### src/rtl/alu_share_arbiter.sv
// Shares one 32-bit ALU between two valid/ready requesters; grant is combinational, result lands one cycle later.
// Latency 1 cycle; a port whose one-entry response buffer is full and not draining is not granted.
module alu_share_arbiter #(
    parameter bit FIXED_PRIO = 1'b0
) (
    input  logic        CLK,
    input  logic        Reset,
    input  logic        req0_valid,
    output logic        req0_ready,
    input  logic [31:0] req0_A,
    input  logic [31:0] req0_B,
    input  logic [2:0]  req0_op,
    output logic        rsp0_valid,
    input  logic        rsp0_ready,
    output logic [31:0] rsp0_result,
    output logic        rsp0_sign,
    output logic        rsp0_zero,
    input  logic        req1_valid,
    output logic        req1_ready,
    input  logic [31:0] req1_A,
    input  logic [31:0] req1_B,
    input  logic [2:0]  req1_op,
    output logic        rsp1_valid,
    input  logic        rsp1_ready,
    output logic [31:0] rsp1_result,
    output logic        rsp1_sign,
    output logic        rsp1_zero
);

    typedef enum logic {EMPTY = 1'b0, FULL = 1'b1} buf_state_t;

    buf_state_t  state0, state1, state0_nxt, state1_nxt;
    logic        rr_ptr, rr_ptr_nxt;
    logic        elig0, elig1, grant0, grant1;
    logic [31:0] alu_a, alu_b, alu_res;
    logic [2:0]  alu_op;

    // Grant arbitration; Reset low blocks every grant.
    always_comb begin
        elig0  = Reset && req0_valid && ((state0 == EMPTY) || rsp0_ready);
        elig1  = Reset && req1_valid && ((state1 == EMPTY) || rsp1_ready);
        grant0 = 1'b0;
        grant1 = 1'b0;
        if (elig0 && elig1) begin
            if (FIXED_PRIO || !rr_ptr) grant0 = 1'b1;
            else                       grant1 = 1'b1;
        end else begin
            grant0 = elig0;
            grant1 = elig1;
        end
    end

    assign req0_ready = grant0;
    assign req1_ready = grant1;
    assign rsp0_valid = (state0 == FULL);
    assign rsp1_valid = (state1 == FULL);

    always_comb begin
        alu_a  = grant1 ? req1_A  : req0_A;
        alu_b  = grant1 ? req1_B  : req0_B;
        alu_op = grant1 ? req1_op : req0_op;
    end

    always_comb begin
        alu_res = 32'd0;
        case (alu_op)
            3'b000: alu_res = alu_a + alu_b;
            3'b001: alu_res = alu_a - alu_b;
            3'b010: alu_res = alu_b << alu_a;
            3'b011: alu_res = alu_a | alu_b;
            3'b100: alu_res = alu_a & alu_b;
            3'b101: alu_res = {31'd0, (alu_a < alu_b)};
            3'b110: alu_res = {31'd0, ($signed(alu_a) < $signed(alu_b))};
            3'b111: alu_res = alu_a ^ alu_b;
            default: alu_res = 32'd0;
        endcase
    end

    // A buffer stays full on a new load or when its consumer is stalling.
    always_comb begin
        state0_nxt = (grant0 || ((state0 == FULL) && !rsp0_ready)) ? FULL : EMPTY;
        state1_nxt = (grant1 || ((state1 == FULL) && !rsp1_ready)) ? FULL : EMPTY;
        rr_ptr_nxt = rr_ptr;
        if (!FIXED_PRIO) begin
            if (grant0)      rr_ptr_nxt = 1'b1;
            else if (grant1) rr_ptr_nxt = 1'b0;
        end
    end

    always_ff @(posedge CLK) begin
        if (!Reset) begin
            state0      <= EMPTY;
            state1      <= EMPTY;
            rr_ptr      <= 1'b0;
            rsp0_result <= 32'd0;
            rsp0_sign   <= 1'b0;
            rsp0_zero   <= 1'b0;
            rsp1_result <= 32'd0;
            rsp1_sign   <= 1'b0;
            rsp1_zero   <= 1'b0;
        end else begin
            state0 <= state0_nxt;
            state1 <= state1_nxt;
            rr_ptr <= rr_ptr_nxt;
            if (grant0) begin
                rsp0_result <= alu_res;
                rsp0_sign   <= alu_res[31];
                rsp0_zero   <= (alu_res == 32'd0);
            end
            if (grant1) begin
                rsp1_result <= alu_res;
                rsp1_sign   <= alu_res[31];
                rsp1_zero   <= (alu_res == 32'd0);
            end
        end
    end

endmodule
### config.mk
export PLATFORM = sky130hd
export DESIGN_NAME = alu_share_arbiter
export DESIGN_NICKNAME = d
export VERILOG_FILES = /design/src/rtl/alu_share_arbiter.sv
export SDC_FILE = /design/constraint.sdc
export NUM_CORES = 1
export LEC_CHECK = 0
export CAP_MARGIN = 20
export CORE_ASPECT_RATIO = 0.7
export CORE_MARGIN = 8
export CORE_UTILIZATION = 49
export CTS_CLUSTER_SIZE = 16
export DETAILED_ROUTE_END_ITERATION = 16
export PLACE_DENSITY = 0.74
export SLEW_MARGIN = 20
export SYNTH_ARGS = -nofsm -noshare
export SYNTH_HDL_FRONTEND = slang
export SYNTH_SLANG_ARGS = --single-unit
### constraint.sdc
create_clock -name CLK -period 12.2 [get_ports CLK]
set_input_delay 2.44 -clock CLK [delete_from_list [all_inputs] [get_ports CLK]]
set_output_delay 2.44 -clock CLK [all_outputs]
set_load 0.05 [all_outputs]
**Word level (Yosys, flattened, before mapping)**

Cells that the tools add are included.

- Register bits after elaboration: 71
- Output and inout port bits: 72
- Logic and storage cells: 54

- $add $sub $neg: 2
- Magnitude comparators: 2
- Equality and inequality tests: 7
- Shifts and indexed selects: 1
- Multiplexer cells: 12
- Bitwise logic cells: 5
- Reductions and logical operators: 16

Operators with widths:

| kind | number |
|---|---|
| case mux 32 bit (8 select lines) | 1 |
| < comparator 32 bit | 2 |
| two-way mux 32 bit | 2 |
| adder 32 bit | 1 |
| bitwise AND 32 bit | 1 |
| zero test 32 bit | 1 |
| bitwise OR 32 bit | 1 |
| left shift 32 x 32 -> 32 bit | 1 |
| subtractor 32 bit | 1 |
| XOR 32 bit | 1 |
| equality test 3 bit, second input constant | 4 |
| two-way mux 1 bit | 8 |
| logical AND 1 bit | 7 |
| equality test 3 x 2 -> 1 bit, second input constant | 2 |
| logical OR 1 bit | 4 |
| equality test 3 x 1 -> 1 bit, second input constant | 1 |
| zero test 3 bit | 1 |
| two-way mux 3 bit | 1 |
| zero test 1 bit | 2 |
| inverter 1 bit | 2 |
| nonzero test 2 bit | 1 |

**Longest topological paths before layout**

Gate-level depths: netlist (run 1).

- Depth after elaboration: 9
- Gate-level depth with buffers: 25

**Worst setup path after synthesis (run 1)**

OpenSTA, ideal clock, no wires.

- Kind: in2reg
- Start: input rsp0_ready
- End: register rsp1_zero
- Setup time: 69 ps
- Arrival time: 7362 ps
- Required time: 12131 ps
- Path slack: 4769 ps
- Stages: 25
- Path through: nand2b_1 a211o_1 buf_6 clkinv_8 buf_8 buf_2 buf_2 clkbuf_1 clkbuf_1 nand2_1 nand2_1 inv_1 ha_1 fa_1 o21bai_2 nand3_1 a2111oi_2 o31ai_2 o311a_4 o221a_4 o21a_1 a311oi_2 nand4_1 nand4bb_1 o21ai_1

- Word-level cells in the longest chain between the ends: 8

RTL lines:

| element | RTL line | text |
|---|---|---|
| from (decl) | 14 | `input logic rsp0_ready,` |
| logical OR 1 bit (*) | 40 | `elig0 = Reset && req0_valid && ((state0 == EMPTY) \|\| rsp0_ready);` |
| logical AND 1 bit (*) | 40 |  |
| logical AND 1 bit (*) | 44 | `if (elig0 && elig1) begin` |
| two-way mux 1 bit (*) | 44 |  |
| two-way mux 32 bit, or another cell as far along | 59 | `alu_a = grant1 ? req1_A : req0_A;` |
| subtractor 32 bit, or another cell as far along | 68 | `3'b001: alu_res = alu_a - alu_b;` |
| case mux 32 bit (8 select lines) | 66 | `case (alu_op)` |
| zero test 32 bit | 113 | `rsp1_zero <= (alu_res == 32'd0);` |
| to (signal assigned) | 113 |  |
| to (decl) | 27 | `output logic rsp1_zero` |

Every way passes the cells marked *; elsewhere a longest branch is shown, timed or not.
A chain may end at the register's enable or synchronous reset.

**Final worst setup path (run 1)**

- Start: input Reset
- End: register rsp1_zero

- Word-level cells in the longest chain between the ends: 8

RTL lines:

| element | RTL line | text |
|---|---|---|
| from (decl) | 7 | `input logic Reset,` |
| logical AND 1 bit, on equally long branches (2 in a row) | 40, 41 |  |
| logical AND 1 bit | 44 |  |
| two-way mux 1 bit | 44 |  |
| two-way mux 32 bit, or another cell as far along | 59 |  |
| subtractor 32 bit, or another cell as far along | 68 |  |
| case mux 32 bit (8 select lines) | 66 |  |
| zero test 32 bit | 113 |  |

Parallel ways exist; a longest one is shown, timed or not.

==> results by group, run 1 <==
Power and ir drop
  – PwrDens: 91.0 nW/um^2
  – Comb pwr share: 63.6%
  – Sequential Power Share: 17.9%
  – Switching Share: 48.7%
  – Switch Pwr: 681 uW
  – Leakage: 6.27 nW
  – Maximum VDD drop: 0.0000799 V
  – Clk pwr share: 18.6%
  – Pint: 719 uW

Timing
  – Slew Limit Headroom: 17.5%
  – Final Setup Violations: 0
  – Tcrit/Tclk final: 73.5%
  – Final count of hold timing violations: 0
  – Max-slew violation count: 0
  – Worst-margin pin slew: 1.20 ns
  – Fin Clk Skew: 0.00704 ns
  – Max Freq: 112 MHz
  – RSZ-0062 raised after global routing: false
  – Final min period: 8.96 ns
  – Setup TNS: 0 ns

Global routing
  – Largest net degree at the start of global routing: 120
  – Overall Global Routing Usage: 36.1%
  – Vias in the first global route: 14271
  – Initial antenna violation count: 2
  – M3 GR Usage: 10.3%
  – GRT Max-Usage Layer: met2
  – First-pass GRT wire length: 91.0 mm
  – Gr ovfl total: 0
  – M2 GR Usage: 51.4%
  – GR Layer Usage met1: 51.3%

Setup path
  – Bufs and invs on worst path: 4
  – Reg2reg end: rsp1_zero
  – Reg2Reg Setup Slack: 5.55 ns
  – Worst setup path endpoint: rsp1_zero
  – Critical path arrival: 9.23 ns
  – Max incr delay on CP: 0.81 ns
  – Slowest CP cell: nor4b_1
  – CP required: 12.46 ns
  – CP startpoint kind: input pin
  – WS Path Type: input pin to flop
  – Cell family with most CP delay: compound AO/OA/AOI/OAI gates
  – R2r startpoint: rsp1_valid
  – Number of cells on the critical path: 18
  – Reg2Reg Depth: 17
  – Setup crit end kind: flop
  – Critical path fanouts, max: 119
  – Crit path cell chain: clkdlybuf4s50_1 -> nand2_2 -> a211o_4 -> buf_12 -> mux2i_1 -> inv_1 -> ha_1 -> inv_1 -> a21oi_1 -> o31a_1 -> nand2_1 -> o2111ai_1 -> a21oi_1 -> o22ai_1 -> nor4b_1 -> nor4bb_1 -> nand4bb_1 -> o21ai_1
  – Crit path launch: Reset

Logic synthesis
  – Post-Syn Instances: 1790
  – Synth Cell Area: 13000 um^2
  – Net count after synthesis: 2028
  – Post-synth EDFFs: 0
  – YS warnings: 0
  – FF+latch count, synth: 69
  – Sequential share of the synthesized area: 10.6%
  – Synth cell types: 109
  – Main flop type after synthesis: dfxtp_1
  – Ys async rst share: 0%
  – Synthesized area per cell: 7.27 um^2

Floorplan
  – Starting density of the core: 49.3%
  – Die ar.: 32100 um^2
  – Io pins: 212
  – Die width: 211 um
  – Row count: 50
  – Core ar.: 26400 um^2
  – DIE HEIGHT: 152 um

Final layout
  – Final Core Density: 58.3%
  – Final instance area: 15400 um^2
  – Filler cell count in the final layout: 2542
  – Fraction of layout cells with a size suffix above 1: 9.64%
  – Multi-input gate area: 10500 um^2
  – Area growth syn-to-layout: 18.2%
  – Leading cell type in the layout, fill and taps excluded: nand2_1
  – Final nets: 2141
  – Commonest cells after routing, fill and taps aside: nand2_1 (229), clkdlybuf4s50_1 (208), nor2_1 (184)
  – Finished Layout Cells: 2273
  – Sequential cell area: 1380 um^2

CTS
  – Deepest clock path buffer count: 2
  – Clk sinks: 69
  – CTS tree: yes
  – Root Driver: clkbuf_16
  – CTS Buf Count: 9
  – Clock Pin Slew Worst Setup and Hold Paths: 0.06 ns
  – H-Tree Depth: 3
  – Number of setup buffers added after CTS: 0
  – Hold_buf cts: 0
  – Post_cts resized: 0
  – Clock latency at the later pin of the worst-skew pair: 0.33 ns

Drt
  – Vias/cell: 6.82
  – WL final: 61.1 mm
  – Drt pass-1 iters: 6
  – Routed wire length per instance: 26.9 um
  – Final ANT Viol Nets: 0
  – 1st-iter DRT viols: 2262
  – Drc violations: 0
  – Vias: 15497

Placed design
  – IO buf count: 211
  – Hpwl dp: 48.5 mm
  – Area of placed instances: 15100 um^2
  – DP Cell Count: 2255
  – GP Congestion: 1.05

Run
  – Max Cap Violations: 0

Worst hold path
  – Worst hold path class: flop to flop

Outcome
  – Status: finished, final reports clean
==> synthesized netlist by cell type (37+ instances only) <==
| master | n | area, um^2 |
|---|---|---|
| nand2_1 | 229 | 860 |
| nor2_1 | 184 | 691 |
| a21oi_1 | 131 | 656 |
| mux2i_1 | 110 | 1100 |
| inv_1 | 103 | 387 |
| ha_1 | 96 | 1200 |
| dfxtp_1 | 69 | 1380 |
| clkbuf_1 | 67 | 251 |
| a211oi_1 | 62 | 465 |
| o21ai_0 | 62 | 310 |
| nor3_1 | 47 | 235 |
| mux2_2 | 42 | 473 |
| buf_2 | 37 | 185 |
==> worst min-delay path: stages (launching register included) <==
cell and delay, ns:
dfxtp_1 0.30, nand2_1 0.05, a21oi_1 0.05
==> how the worst min path moves through the flow <==
stage,from,end,slack (ns),cells past startpoint
final,rsp0_result[14],rsp0_result[14],0.46,2
after global routing,rsp0_result[6],rsp0_result[6],0.47,2
after CTS,rsp1_result[1],rsp1_result[1],0.46,2
after detailed placement,rsp1_result[3],rsp1_result[3],0.45,2
after global placement,rsp0_result[14],rsp0_result[14],0.45,2
after floorplan,rr_ptr,rr_ptr,0.48,2
==> state kept, by name, summed over array words and instances, names as in the netlist <==
name         count
rsp0_result     32
rsp1_result     32
rr_ptr           1
rsp0_valid       1
rsp0_zero        1
rsp1_valid       1
rsp1_zero        1
==> metal layers <==
layer | share of wire, % | wire, um
met5 | 0.061 | 37
met4 | 3.6 | 2190
met3 | 13 | 7940
met2 | 41 | 24800
met1 | 43 | 26200
==> cell families after synthesis <==
| family | after synthesis | share of synthesized area (%) |
|---|---|---|
| and+or+nand+nor | 633 | 22.4 |
| AOI/OAI and AO/OA | 541 | 30.1 |
| buffers and inverters | 246 | 8.70 |
| muxes | 185 | 17.4 |
| adders and majority gates | 98 | 9.54 |
| DFF | 69 | 10.6 |
| xor gates and xnor gates | 18 | 1.21 |
==> power by group through the flow <==
stage / sequential (mW) / combinational [mW] / clock, mW
after floorplan: 0.306 / 0.521 / 0
after global placement: 0.254 / 0.852 / 0
after detailed placement: 0.255 / 0.852 / 0
after CTS: 0.250 / 0.857 / 0.261
after global routing: 0.252 / 0.936 / 0.272
final: 0.250 / 0.890 / 0.260
==> area by class of cell <==
type | instances | share of cell area (%)
Sequential cell | 69 | 8.98
Multi-Input combinational cell | 1475 | 68.3
Clock buffer | 12 | 1.60
Inverter | 110 | 2.76
Tap cell | 364 | 2.96
Clock inverter | 4 | 0.309
Timing Repair Buffer | 238 | 15.0
Antenna cell | 1 | 0.0163
==> stage by stage <==
stage	power (mW)	worst slack (ns)	hold slack, ns
after CTS	1.37	3.77	0.458
after detailed placement	1.11	3.44	0.450
after floorplan	0.827	4.77	0.478
after global routing	1.46	3.28	0.474
final	1.40	3.24	0.459
after global placement	1.11	3.55	0.448
Note: power is estimated with default switching activity, not from simulation.
==> run 2: changes to the inputs <==
==> constraint.sdc (replaced) <==
create_clock -name CLK -period 9.31 [get_ports CLK]
set_input_delay 1.862 -clock CLK [delete_from_list [all_inputs] [get_ports CLK]]
set_output_delay 1.862 -clock CLK [all_outputs]
set_load 0.05 [all_outputs]
==> results by group, run 2 (synthesis gave the netlist of run 1 again) <==
Drt
  – Vias: 15608 (+0.72%)
  – Drt pass-1 iters: 7 (+1)
  – 1st-iter DRT viols: 2398 (+6.0%)
  – Routed wire length per instance: 27.2 um (+1.2%)
  – Vias/cell: 6.85 (+0.41%)
  – Drc violations: 0 (unchanged)
  – WL final: 62.1 mm (+1.6%)
  – Final ANT Viol Nets: 0 (unchanged)

CTS
  – Clock latency at the later pin of the worst-skew pair: 0.33 ns (about the same)
  – Root Driver: clkbuf_16
  – Hold_buf cts: 0 (unchanged)
  – H-Tree Depth: 3 (unchanged)
  – CTS Buf Count: 9 (unchanged)
  – Clk sinks: 69 (unchanged)
  – Number of setup buffers added after CTS: 0 (unchanged)
  – CTS tree: yes
  – Post_cts resized: 0 (unchanged)
  – Deepest clock path buffer count: 2 (unchanged)
  – Clock Pin Slew Worst Setup and Hold Paths: 0.06 ns (about the same)

Placed design
  – GP Congestion: 1.05 (-0.21%)
  – Hpwl dp: 49.4 mm (+1.8%)
  – IO buf count: 211 (unchanged)
  – DP Worst Slack: 1.31 ns (-2.12 ns)
  – DP Cell Count: 2263 (+0.35%)

Timing
  – RSZ-0062 raised after global routing: false
  – Fin Clk Skew: 0.00445 ns (-0.00259 ns)
  – Final Setup Violations: 0 (unchanged)
  – Hold slack: 0.457 ns (-0.00244 ns)
  – Tcrit/Tclk final: 85.8%
  – Final min period: 7.99 ns
  – Final WS setup: 1.32 ns (-1.91 ns)
  – Max Freq: 125 MHz
  – Setup TNS: 0 ns (unchanged)
  – Worst-margin pin slew: 1.15 ns (-0.0564 ns)
  – Max-slew violation count: 0 (unchanged)
  – Final count of hold timing violations: 0 (unchanged)
  – Slew Limit Headroom: 22.1% (+4.5 points)

Power and ir drop
  – Leakage: 6.29 nW (+0.37%)
  – Maximum VDD drop: 0.0000969 V (+21%)
  – Final Power: 1.83 mW (+31%)
  – PwrDens: 119 nW/um^2 (+30%)

Setup path
  – Reg2reg end: rsp1_zero
  – CP required: 9.56 ns (-2.90 ns)
  – CP startpoint kind: input pin
  – Setup crit end kind: flop
  – R2r startpoint: rsp1_valid
  – Reg2Reg Depth: 17 (unchanged)
  – Critical path arrival: 8.24 ns (-0.99 ns)
  – Reg2Reg Setup Slack: 3.05 ns (-2.50 ns)
  – WS Path Type: input pin to flop
  – Critical path fanouts, max: 43 (-64%)

Final layout
  – Area growth syn-to-layout: 18.5%
  – Sequential cell area: 1380 um^2 (unchanged)
  – Commonest cells after routing, fill and taps aside: nand2_1 (229), clkdlybuf4s50_1 (208), nor2_1 (184)
  – Multi-input gate area: 10500 um^2 (about the same)
  – Filler cell count in the final layout: 2537 (-0.20%)
  – Leading cell type in the layout, fill and taps excluded: nand2_1
  – Fraction of layout cells with a size suffix above 1: 10.1% (+0.43 points)
  – Finished Layout Cells: 2280 (+0.31%)
  – Final nets: 2148 (+0.33%)
  – Regs by FF count: rsp0_result: 32 flops, rsp1_result: 32 flops

Floorplan
  – Io pins: 212 (unchanged)
  – Die width: 211 um (unchanged)
  – DIE HEIGHT: 152 um (unchanged)
  – Row count: 50 (unchanged)
  – Starting density of the core: 49.3% (unchanged)
  – Die ar.: 32100 um^2 (unchanged)
  – Core ar.: 26400 um^2 (unchanged)

Global routing
  – Overall Global Routing Usage: 36.7% (+0.66 points)
  – Initial antenna violation count: 1 (-1)
  – Gr ovfl total: 0 (unchanged)
  – First-pass GRT wire length: 92.6 mm (+1.8%)
  – Vias in the first global route: 14640 (+2.6%)
  – Largest net degree at the start of global routing: 68 (-43%)

Outcome
  – Status: finished, final reports clean

Worst hold path
  – Hold Crit Depth: 2 (unchanged)
  – HP Start: rsp1_result[1]
  – Worst hold path class: flop to flop
  – Hold endpoint: rsp1_result[1]

Run
  – Max Cap Violations: 0 (unchanged)
## run 2: changes by cell type in the layout (fill, tap and decap cells not counted), sizes merged
cell    change
buf         +7
bufinv      -1
clkinv      +1
## run 2: metrics by stage
stage	util [%]	cell area [um^2]
floorplan	-	13000
global placement	57.4	15100
detailed placement	57.4	15100
CTS	58.4	15400
global route	58.4	15400
finish	58.4	15400
## run 2: worst max-delay path by stage
stage,start,to,depth (start not counted)
3_5_place_dp,Reset,rsp0_zero,18
4_1_cts,Reset,rsp1_zero,18
5_1_grt,Reset,rsp1_zero,18
3_3_place_gp,Reset,rsp1_zero,18
2_1_floorplan,rsp0_ready,rsp1_zero,25
6_report,Reset,rsp1_zero,18
## run 2: cell type report
class | count | share of cell area [%]
Multi-Input combinational cell | 1475 | 68.2
Tap cell | 364 | 2.95
Clock inverter | 4 | 0.146
Antenna cell | 1 | 0.0162
Sequential cell | 69 | 8.95
Clock buffer | 12 | 1.66
Timing Repair Buffer | 245 | 15.3
Inverter | 110 | 2.76
## run 2: routing by layer
metal,track usage [%],share of wire [%],vias up
met1,51.6,43,7494
met4,11.7,3.6,2
met3,12.1,13,157
met2,51.8,41,1055
li1,-,-,6900
met5,0,0.018,-
## run 2: worst max-delay path: stages
cell,delay [ns]
clkdlybuf4s50_1,0.63
nand2_2,0.19
a211o_4,0.51
buf_12,0.33
mux2i_1,0.57
inv_1,0.14
ha_1,0.51
nor2_4,0.28
nand4_1,0.22
a2111oi_2,0.69
o31ai_2,0.22
o311a_4,0.38
o221a_4,0.25
o21a_1,0.24
a311oi_2,0.43
nand4_1,0.24
nand4bb_1,0.28
o21ai_1,0.20
## run 2: power breakdown
| part | total (mW) | leakage, nW | switching, mW | internal, mW |
|---|---|---|---|---|
| combinational | 1.18 | 5.59 | 0.763 | 0.415 |
| clock | 0.323 | 0.138 | 0.130 | 0.194 |
| sequential | 0.328 | 0.565 | 0.0118 | 0.316 |
| total | 1.83 | 6.29 | 0.904 | 0.924 |
==> run 3: changes to the inputs <==
--- a/config.mk
+++ b/config.mk
@@ -12,7 +12,6 @@
 export CTS_CLUSTER_SIZE = 16
 export DETAILED_ROUTE_END_ITERATION = 16
 export PLACE_DENSITY = 0.74
-export SLEW_MARGIN = 20
 export SYNTH_ARGS = -nofsm -noshare
 export SYNTH_HDL_FRONTEND = slang
 export SYNTH_SLANG_ARGS = --single-unit
==> results by group, run 3 (synthesis gave the netlist of run 1 again) <==
Outcome
  – Status: finished, final reports clean

Floorplan
  – Core ar.: 26400 um^2 (unchanged)
  – Row count: 50 (unchanged)
  – Die ar.: 32100 um^2 (unchanged)
  – DIE HEIGHT: 152 um (unchanged)
  – Io pins: 212 (unchanged)
  – Die width: 211 um (unchanged)
  – Starting density of the core: 49.3% (unchanged)

CTS
  – Hold_buf cts: 0 (unchanged)
  – CTS Buf Count: 9 (unchanged)
  – Deepest clock path buffer count: 2 (unchanged)
  – Clk sinks: 69 (unchanged)
  – Root Driver: clkbuf_16
  – Number of setup buffers added after CTS: 0 (unchanged)
  – Clock Pin Slew Worst Setup and Hold Paths: 0.06 ns (about the same)
  – Post_cts resized: 0 (unchanged)
  – H-Tree Depth: 3 (unchanged)
  – CTS tree: yes
  – Clock latency at the later pin of the worst-skew pair: 0.33 ns (about the same)

Drt
  – Drt pass-1 iters: 7 (unchanged)
  – Routed wire length per instance: 27.2 um (-0.26%)
  – 1st-iter DRT viols: 2211 (-7.8%)
  – WL final: 61.9 mm (-0.22%)
  – Vias: 15542 (-0.42%)
  – Final ANT Viol Nets: 0 (unchanged)
  – Drc violations: 0 (unchanged)
  – Vias/cell: 6.81 (-0.47%)

Global routing
  – First-pass GRT wire length: 92.6 mm (unchanged)
  – Gr ovfl total: 0 (unchanged)
  – Vias in the first global route: 14640 (unchanged)
  – Initial antenna violation count: 1 (unchanged)
  – Overall Global Routing Usage: 36.7% (unchanged)
  – Largest net degree at the start of global routing: 68 (unchanged)

Timing
  – Worst-margin pin slew: 1.23 ns (+0.0839 ns)
  – Setup TNS: 0 ns (unchanged)
  – Fin Clk Skew: 0.00433 ns (-0.000111 ns)
  – Max Freq: 125 MHz (-0.54%)
  – Hold slack: 0.456 ns (-0.000994 ns)
  – RSZ-0062 raised after global routing: false
  – Tcrit/Tclk final: 86.3% (+0.47 points)
  – Final WS setup: 1.28 ns (-0.0435 ns)
  – Final count of hold timing violations: 0 (unchanged)
  – Slew Limit Headroom: 16.4% (-5.7 points)
  – Max-slew violation count: 0 (unchanged)
  – Final Setup Violations: 0 (unchanged)
  – Final min period: 8.03 ns (+0.0435 ns)

Final layout
  – Fraction of layout cells with a size suffix above 1: 10.1% (about the same)
  – Sequential cell area: 1380 um^2 (unchanged)
  – Multi-input gate area: 10500 um^2 (about the same)
  – Regs by FF count: rsp0_result: 32 flops, rsp1_result: 32 flops
  – Finished Layout Cells: 2281 (+0.044%)
  – Leading cell type in the layout, fill and taps excluded: nand2_1
  – Final instance area: 15400 um^2 (about the same)
  – Commonest cells after routing, fill and taps aside: nand2_1 (229), clkdlybuf4s50_1 (208), nor2_1 (184)
  – Filler cell count in the final layout: 2535 (-0.079%)
  – Area growth syn-to-layout: 18.6% (about the same)
  – Final nets: 2149 (+0.047%)
  – Final Core Density: 58.5% (about the same)

Setup path
  – CP startpoint kind: input pin
  – CP required: 9.56 ns (about the same)
  – WS Path Type: input pin to flop
  – Setup crit end kind: flop
  – Critical path fanouts, max: 43 (unchanged)
  – Critical path arrival: 8.28 ns (+0.04 ns)

Power and ir drop
  – Maximum VDD drop: 0.0000976 V (+0.77%)
  – Final Power: 1.83 mW (about the same)
  – PwrDens: 119 nW/um^2 (about the same)
  – Switching Share: 49.5% (about the same)
  – Sequential Power Share: 17.9% (about the same)
  – Comb pwr share: 64.4% (about the same)
  – Leakage: 6.30 nW (+0.15%)
  – Clk pwr share: 17.7% (about the same)
  – Pint: 924 uW (about the same)
  – Switch Pwr: 905 uW (+0.12%)

Placed design
  – IO buf count: 211 (unchanged)
  – Area of placed instances: 15100 um^2 (unchanged)
  – DP Cell Count: 2263 (unchanged)
  – GP Congestion: 1.05 (unchanged)
  – DP Worst Slack: 1.31 ns (unchanged)
  – Hpwl dp: 49.4 mm (unchanged)

Run
  – Max Cap Violations: 0 (unchanged)

Worst hold path
  – Worst hold path class: flop to flop
## run 3: cell types whose count changed in the layout (fill, tap and decap cells not counted)
| cell | change |
|---|---|
| buf_4 | +1 |
| mux2i_1 | +1 |
| mux2i_2 | -1 |
## run 3: routing by layer
layer | share of wire [%] | global-route usage, % | vias up
met1 | 42 | 51.6 | 7425
met4 | 3.6 | 11.7 | 2
met5 | 0.018 | 0 | -
met3 | 13 | 12.1 | 142
li1 | - | - | 6887
met2 | 41 | 51.8 | 1086
## run 3: cell type report
type,instances,area share (%)
repair buffers,246,15.4
flip-flops and latches,69,8.95
clock buffers,12,1.66
inverters,110,2.76
diodes,1,0.0162
clock inverters,4,0.146
well taps,364,2.95
multi-input cells,1475,68.1
## run 3: final timing paths
check | from | to | slack (ns) | depth (start not counted)
worst max-delay path | Reset | rsp1_zero | 1.28 | 18
worst min-delay path | rsp1_result[20] | rsp1_result[20] | 0.46 | 2
worst max register to register | rsp1_valid | rsp1_zero | 3.02 | 17
worst min register to register | rsp1_result[20] | rsp1_result[20] | 0.46 | 2
## run 3: worst max-delay path, stage by stage
cell and delay [ns]:
clkdlybuf4s50_1 0.64, nand2_2 0.19, a211o_4 0.52, buf_12 0.33, mux2i_1 0.60, inv_1 0.15
ha_1 0.51, nor2_4 0.28, nand4_1 0.22, a2111oi_2 0.69, o31ai_2 0.21, o311a_4 0.38
o221a_4 0.25, o21a_1 0.23, a311oi_2 0.42, nand4_1 0.24, nand4bb_1 0.28, o21ai_1 0.20
## run 3: power by group through the flow
stage / Sequential [mW] / Combinational [mW] / Clock [mW]
2_1_floorplan: 0.400 / 0.683 / 0
3_3_place_gp: 0.333 / 1.13 / 0
3_5_place_dp: 0.334 / 1.13 / 0
4_1_cts: 0.328 / 1.13 / 0.325
5_1_grt: 0.330 / 1.24 / 0.337
6_report: 0.328 / 1.18 / 0.324
